## src/rtl/fwd_hazard_unit.sv

```systemverilog
// Operand forwarding and load-use stall controller between ID and EX.
// Per-operand resolvers pick the youngest matching producer; a small FSM turns hazards into stalls.

module fwd_src_resolve #(
    parameter int NUM_STG = 2,
    parameter int RA_W    = 5,
    parameter int SEL_W   = 2
) (
    input  logic                    id_valid_i,
    input  logic [RA_W-1:0]         rs_i,
    input  logic                    used_i,
    input  logic [NUM_STG-1:0]      stg_valid_i,
    input  logic [NUM_STG-1:0]      stg_wen_i,
    input  logic [NUM_STG*RA_W-1:0] stg_rd_i,
    input  logic [NUM_STG-1:0]      stg_rdy_i,
    output logic [SEL_W-1:0]        sel_o,
    output logic                    hz_o
);
    // Scan oldest to youngest so the youngest match overwrites and wins.
    always_comb begin
        sel_o = '0;
        hz_o  = 1'b0;
        for (int k = NUM_STG - 1; k >= 0; k--) begin
            if (id_valid_i && used_i && stg_valid_i[k] && stg_wen_i[k] &&
                (rs_i != '0) && (rs_i == stg_rd_i[k*RA_W +: RA_W])) begin
                sel_o = SEL_W'(k + 1);
                hz_o  = ~stg_rdy_i[k];
            end
        end
    end
endmodule

module fwd_hazard_unit #(
    parameter  int NUM_SRC   = 2,
    parameter  int NUM_STG   = 2,
    parameter  int RA_W      = 5,
    parameter  int MAX_STALL = 15,
    parameter  int CNT_W     = 16,
    localparam int SEL_W     = $clog2(NUM_STG + 1)
) (
    input  logic                     clk,
    input  logic                     rst,
    input  logic                     flush_i,
    input  logic                     id_valid_i,
    input  logic [NUM_SRC*RA_W-1:0]  id_rs_i,
    input  logic [NUM_SRC-1:0]       id_rs_used_i,
    input  logic [NUM_STG-1:0]       stg_valid_i,
    input  logic [NUM_STG-1:0]       stg_wen_i,
    input  logic [NUM_STG*RA_W-1:0]  stg_rd_i,
    input  logic [NUM_STG-1:0]       stg_rdy_i,
    output logic [NUM_SRC*SEL_W-1:0] fwd_sel_o,
    output logic                     stall_o,
    output logic                     stall_timeout_o,
    output logic [CNT_W-1:0]         stall_cnt_o
);
    localparam int SC_W = $clog2(MAX_STALL + 1);

    typedef enum logic {RUN, STALL} state_e;

    state_e                   state_q, state_d;
    logic [NUM_SRC*SEL_W-1:0] sel_q, sel_d, sel_c;
    logic [NUM_SRC-1:0]       hz_s;
    logic                     hazard;
    logic                     stall_q, stall_d;
    logic                     to_q, to_d;
    logic [SC_W-1:0]          scnt_q, scnt_d;
    logic [CNT_W-1:0]         pcnt_q, pcnt_d;

    for (genvar s = 0; s < NUM_SRC; s++) begin : g_src
        fwd_src_resolve #(.NUM_STG(NUM_STG), .RA_W(RA_W), .SEL_W(SEL_W)) u_res (
            .id_valid_i (id_valid_i),
            .rs_i       (id_rs_i[s*RA_W +: RA_W]),
            .used_i     (id_rs_used_i[s]),
            .stg_valid_i(stg_valid_i),
            .stg_wen_i  (stg_wen_i),
            .stg_rd_i   (stg_rd_i),
            .stg_rdy_i  (stg_rdy_i),
            .sel_o      (sel_c[s*SEL_W +: SEL_W]),
            .hz_o       (hz_s[s])
        );
    end

    assign hazard = |hz_s;

    always_comb begin
        state_d = state_q;
        stall_d = 1'b0;
        sel_d   = sel_c;
        scnt_d  = '0;
        to_d    = to_q;
        pcnt_d  = pcnt_q;
        if (flush_i) begin
            state_d = RUN;
            sel_d   = '0;
        end else if (hazard) begin
            // The bubble sent into EX never forwards.
            state_d = STALL;
            stall_d = 1'b1;
            sel_d   = '0;
            case (state_q)
                RUN:     scnt_d = SC_W'(1);
                STALL: begin
                    if (scnt_q == SC_W'(MAX_STALL)) begin
                        scnt_d = scnt_q;
                        to_d   = 1'b1;
                    end else begin
                        scnt_d = scnt_q + SC_W'(1);
                    end
                end
                default: scnt_d = '0;
            endcase
        end else begin
            state_d = RUN;
        end
        if (stall_d && (pcnt_q != '1)) pcnt_d = pcnt_q + CNT_W'(1);
    end

    always_ff @(posedge clk or posedge rst) begin
        if (rst) begin
            state_q <= RUN;
            sel_q   <= '0;
            stall_q <= 1'b0;
            to_q    <= 1'b0;
            scnt_q  <= '0;
            pcnt_q  <= '0;
        end else begin
            state_q <= state_d;
            sel_q   <= sel_d;
            stall_q <= stall_d;
            to_q    <= to_d;
            scnt_q  <= scnt_d;
            pcnt_q  <= pcnt_d;
        end
    end

    assign fwd_sel_o       = sel_q;
    assign stall_o         = stall_q;
    assign stall_timeout_o = to_q;
    assign stall_cnt_o     = pcnt_q;
endmodule

```

## config.mk

```make
export PLATFORM = sky130hd
export DESIGN_NAME = fwd_hazard_unit
export DESIGN_NICKNAME = d
export VERILOG_FILES = /design/src/rtl/fwd_hazard_unit.sv
export SDC_FILE = /design/constraint.sdc
export NUM_CORES = 1
export LEC_CHECK = 0
export ABC_CLOCK_PERIOD_IN_PS = 3000
export BUFFER_PORTS_ARGS = -buffer_cell sky130_fd_sc_hd__buf_2
export CAP_MARGIN = 20
export CORE_ASPECT_RATIO = 1.5
export CORE_MARGIN = 3
export CORE_UTILIZATION = 40
export CTS_BUF_LIST = sky130_fd_sc_hd__clkbuf_4
export DETAILED_ROUTE_END_ITERATION = 6
export PLACE_DENSITY = 0.64
export SYNTH_ARGS = -nofsm -noshare
export SYNTH_HDL_FRONTEND = slang
export SYNTH_SLANG_ARGS = --single-unit
```

## constraint.sdc

```tcl
create_clock -name clk -period 3 [get_ports clk]
set_clock_uncertainty 0.2 [all_clocks]
set_input_delay 0.15 -clock clk [delete_from_list [all_inputs] [get_ports clk]]
set_output_delay 0.15 -clock clk [all_outputs]
set_load 0.02 [all_outputs]
```

; Word-level counts from Yosys, hierarchy flattened
; Index checks and enable logic that the tools add are counted.
[word_totals]
register_bits = 26
in_bits = 32
output_inout_bits = 22
wordCells = 57
[op_classes]
addsub = 2
eq_ne = 7
n_mux = 16
bitwise = 4
n_reduce_logical = 23
[op_table]
columns = cell, n
row1 = == test 5 bit, 4
row2 = two-way mux 4 bit, 5
row3 = logical AND 1 bit, 19
row4 = adder 16 x 1 -> 16 bit (second input constant), 1
row5 = inequality test 16 bit (second input constant), 1
row6 = nonzero test 5 bit, 2
row7 = two-way mux 2 bit, 4
row8 = one-hot mux 4 bit (2 select lines), 1
row9 = two-way mux 1 bit, 6
row10 = adder 4 x 1 -> 4 bit (second input constant), 1
row11 = == test 4 bit (second input constant), 1
row12 = inequality test 4 bit (second input constant), 1
row13 = inverter 1 bit, 4
row14 = AND reduction 4 bit, 1
row15 = OR reduction 2 bit, 1

; Longest topological paths before layout
[depth]
ltp_word = 11
mapped_depth = 9
mapped_depth_nobuf = 7

; Hierarchy
; From an unflattened synthesis, not the netlist that was laid out.
[hier_totals]
hier_cells = 145
area_unflattened_um2 = 1526.5
[by_module_without_submodules]
columns = mod, instances, cells_per_inst, area_per_inst_um2, seq_area_each_um2
row1 = fwd_hazard_unit, 1, 105, 1161.1, 650.6
row2 = fwd_src_resolve, 2, 20, 182.7, 0.0

; Worst setup path before layout
; OpenSTA, ideal clock, no wires.
[synth_path]
path_type = register to register
startpoint = register pcnt_q[0] (netlist: stall_cnt_o[0])
endpoint = register pcnt_q[1] (netlist: stall_cnt_o[1])
setup_time_ns = 0.128
arrival_ns = 2.150
required_ns = 2.672
setup_slack_ns = 0.522
stages_incl_launch_ff = 7
n_path_buf = 0
period_less_slack_ns = 2.478
cell_sequence = dfrtp_1 -> ha_1 -> nand4_2 -> or2_2 -> nor2_1 -> nor2_1 -> mux2_1
[synth_between]
elab_chain_len = 2
elab_cells_between_ends = 3
cone_classes = 1 x add/sub / 1 x eq/ne / 1 x reduce/logical
[synth_lines]
columns = element, line
row1 = "start, declared", 67  ; logic [CNT_W-1:0] pcnt_q, pcnt_d;
row2 = "start signal, assigned", 132  ; pcnt_q <= pcnt_d;
row3 = branches (longest 2 deep; another with adder 16 x 1 -> 16 bit), --
; Several ways; the timed one is not identified.
; A chain may end at the register's enable or synchronous reset.

; Worst setup path in the final report
[layout_path]
startpoint = input id_rs_i[5]
endpoint = register to_q (netlist: stall_timeout_o)
[layout_between]
elab_chain_len = 7
elab_cells_between_ends = 11
cone_classes = 2 x eq/ne / 2 x mux / 7 x reduce/logical
[layout_lines]
columns = element, line
row1 = "start, declared", 45  ; input logic [NUM_SRC*RA_W-1:0] id_rs_i,
row2 = nonzero test 5 bit, 25  ; (rs_i != '0) && (rs_i == stg_rd_i[k*RA_W +: RA_W])) begin
row3 = logical AND 1 bit, 24  ; if (id_valid_i && used_i && stg_valid_i[k] && stg_wen_i[k] &&
row4 = logical AND 1 bit, 25
row5 = two-way mux 1 bit, 24
row6 = two-way mux 1 bit *, 24
row7 = OR reduction 2 bit *, 83  ; assign hazard = |hz_s;
row8 = AND reduction 4 bit (no line) *, --
row9 = "end signal, assigned", 130  ; to_q <= to_d;
row10 = "end, declared", 65  ; logic to_q, to_d;
; Mark *: on every way between the ends. The rest lies on a longest branch, timed or not.

==> flow_summary.json <==
{
  "status": "completed",
  "grt_use_met2": 0.2747,
  "grt_remaining_overflow": 0,
  "grt_pass1_vias": 1334,
  "synth_area_per_cell_um2": 10.36,
  "hold-path-cell-count": 4,
  "cts-root-buf": "clkbuf_4",
  "r2r_slack_ns": 0.70,
  "irDropWorstVdd_v": 0.0001853,
  "final_antenna_net_count": 0,
  "clk_latency_ns": 0.32,
  "critPathTopFamily": "compound AO/OA/AOI/OAI gates",
  "reg2reg_to": "stall_cnt_o[1]",
  "via_per_inst": 5.150,
  "power_frac_seq": 0.607,
  "vias": 1339,
  "crit_arrival_ns": 2.38,
  "layout_min_cycle_time_ns": 2.367,
  "top_usage_layer": "met2",
  "grt_use_met1": 0.1560,
  "syn_nets": 188,
  "hold_viol_final": 0,
  "wirelength_mm": 3.378,
  "period_share": 0.7889,
  "io_buffers": 53,
  "numCtsBuffers": 3,
  "worst-endpoint-required_ns": 3.01,
  "slowest_stage": "or4_1",
  "holdCritPathClass": "in2reg",
  "worst_slew_pin_slew_ns": 0.4811,
  "final_cell_mix": "buf_2 (53), dfrtp_1 (26), xnor2_1 (18), nand2_1 (17), nor2_1 (16)",
  "first_pass_iters": 4,
  "worst-setup-path-type": "in2reg",
  "grt_pass1_wl_mm": 5.664,
  "p_int_uw": 443.2,
  "drive_gt1_frac": 0.3548,
  "core_area_um2": 3750,
  "p_per_area_nw_per_um2": 294.9,
  "power.net_switching_uw": 145.3,
  "swShare": 0.2468,
  "ys_ff_latch": 26,
  "die_h_um": 83.35,
  "cpPeakStageDelay_ns": 0.54,
  "crit_start": "id_rs_i[5]",
  "cp-end-kind": "flop",
  "grt_use_met3": 0.02644,
  "synth_cell_type_count": 38,
  "clockPowerShare": 0.247,
  "critPathBufInv": 2,
  "dpl.hpwl_mm": 2.695,
  "synth-seq-area-share": 0.4078,
  "drt-initial-drc-count": 28,
  "ys_warn_count": 0,
  "grtUsageTotal": 0.1485,
  "grt_max_degree": 27,
  "place_congestion": 0.7948,
  "max_freq_ghz": 0.4225,
  "setup_viol": 0,
  "clkSinkCount": 26,
  "rsz0062_at_grt": "false",
  "p_leak_nw": 1.014,
  "n_antenna_cell": 0,
  "clockBufferDepth": 2,
  "path_cells": "buf_2, or4_1, o211ai_1, nor4_1, a22oi_1, o31a_1, buf_4, nand2b_1, o21bai_1",
  "htreeDepth": 1,
  "clkTransAtPathRegs_ns": 0.13,
  "die_w_um": 57.57,
  "holdCritStartpoint": "stg_wen_i[0]",
  "rr_worst_depth": 7,
  "syn2layout_area_growth_pct": 25.10,
  "io-pin-count": 54,
  "netlist_area_um2": 1595,
  "final_util": 0.5322,
  "drv_cap": 0,
  "p_comb_frac": 0.146,
  "drc": 0,
  "design.die.area_um2": 4798,
  "drv_slew": 0,
  "wl_per_cell_um": 12.99,
  "initial_core_util": 0.4254,
  "tns_ns": 0,
  "start_kind": "input pin",
  "cts_tree": "built",
  "timing.rr.start": "stall_cnt_o[0]",
  "syn_inst": 154,
  "relSlewSlack": 0.6793,
  "critPathMaxFanout": 10,
  "min_to": "fwd_sel_o[0]",
  "final_common_cell": "buf_2",
  "num-nets-final": 253,
  "antenna_found_initial": 0,
  "placement_rows": 27
}
[tightest hold or removal path: cells and delay by family]
| family | cells | cell delay [ns] |
|---|---|---|
| buffers and inverters | 1 | 0.09 |
| and+or+nand+nor | 3 | 0.29 |
[routing by layer]
layer / wire length (µm) / share of wire / up-vias
met4: 87 / 0.026 / 0
met5: 0 / 0 / -
met3: 221 / 0.065 / 7
met1: 1240 / 0.37 / 610
li1: - / - / 673
met2: 1828 / 0.54 / 49
[synthesized netlist by cell type (all sizes together)]
library cell  count  area [µm²]
nand4             9       62.56
nand2b            1       6.260
a211o             1       8.760
o31a              1       8.760
nand2            17       63.81
o21ai             1       5.000
nor4              5       58.80
nor4b             4       35.03
buf               2       31.28
a211oi            1       7.510
ha                2       25.02
and2              1       6.260
a31oi             1       6.260
a22oi             1       7.510
or4               4       37.53
dfrtp            26       650.6
xor2             15       131.4
nor3              9       86.34
mux2i             1       10.01
xnor2            18       157.7
nor3b             1       12.51
a21oi             1       5.000
nand3             4       20.02
o211ai            2       15.01
or2               1       6.260
mux2              4       45.04
nor2             16       60.06
and3              1       6.260
inv               3       11.26
o21bai            1       7.510
[worst max-delay path by stage]
stage | end | slack (ns) | depth (start not counted)
after floorplan | stall_cnt_o[1] | 0.52 | 6
after global placement | stall_cnt_o[14] | 0.31 | 9
after detailed placement | stall_timeout_o | 0.29 | 9
after CTS | stall_timeout_o | 0.64 | 9
after global routing | stall_cnt_o[14] | 0.48 | 9
final | stall_timeout_o | 0.63 | 9
[registers in the layout, indices dropped and copies added (netlist names)]
signal           cells
fwd_sel_o            4
scnt_q               4
stall_cnt_o         16
stall_timeout_o      1
stall_o              1
[cells by family after synthesis]
| logic type | count (synthesis) | synth area share |
|---|---|---|
| and+or+nand+nor | 73 | 0.2894 |
| buffers and inverters | 5 | 0.02667 |
| AOI/OAI and AO/OA | 10 | 0.04471 |
| DFF | 26 | 0.4078 |
| xor gates and xnor gates | 33 | 0.1812 |
| adders and majority gates | 2 | 0.01568 |
| muxes | 5 | 0.03451 |
[final cells by class]
class | count | area (µm²)
Clock buffer | 3 | 22.52
Fill cell | 357 | 1754
Inverter | 3 | 11.26
Multi-Input combinational cell | 123 | 902.1
Sequential cell | 26 | 650.6
Tap cell | 43 | 53.80
Timing Repair Buffer | 62 | 355.3
[power groups by stage]
stage                     Clock (mW)  Combinational [mW]  Sequential (mW)
after floorplan                    0              0.0361            0.367
after global placement             0              0.0807            0.364
after detailed placement           0              0.0808            0.364
after CTS                      0.153              0.0850            0.357
after global routing           0.162              0.0950            0.358
final                          0.145              0.0859            0.357
[stage by stage]
step                      instance area, µm²  cells  power (mW)  worst slack (ns)  hold WS (ns)
after CTS                               1981    259      0.5948            0.6351       0.02795
after global placement                  1898    250      0.4447            0.3106        0.1986
after detailed placement                1898    250      0.4446            0.2887        0.1964
after floorplan                         1595    154      0.4030            0.5220     -0.009983
after global routing                    1996    260      0.6153            0.4795       0.05380
final                                   1996    260      0.5885            0.6333       0.04350
[what timing repair did]
action,in CTS,in global routing
hold buffers,6,0
buffers inserted,0,0
gates resized for setup,0,0
hold endpoints to repair,30,0
Note: power is estimated with default switching activity, not from simulation.
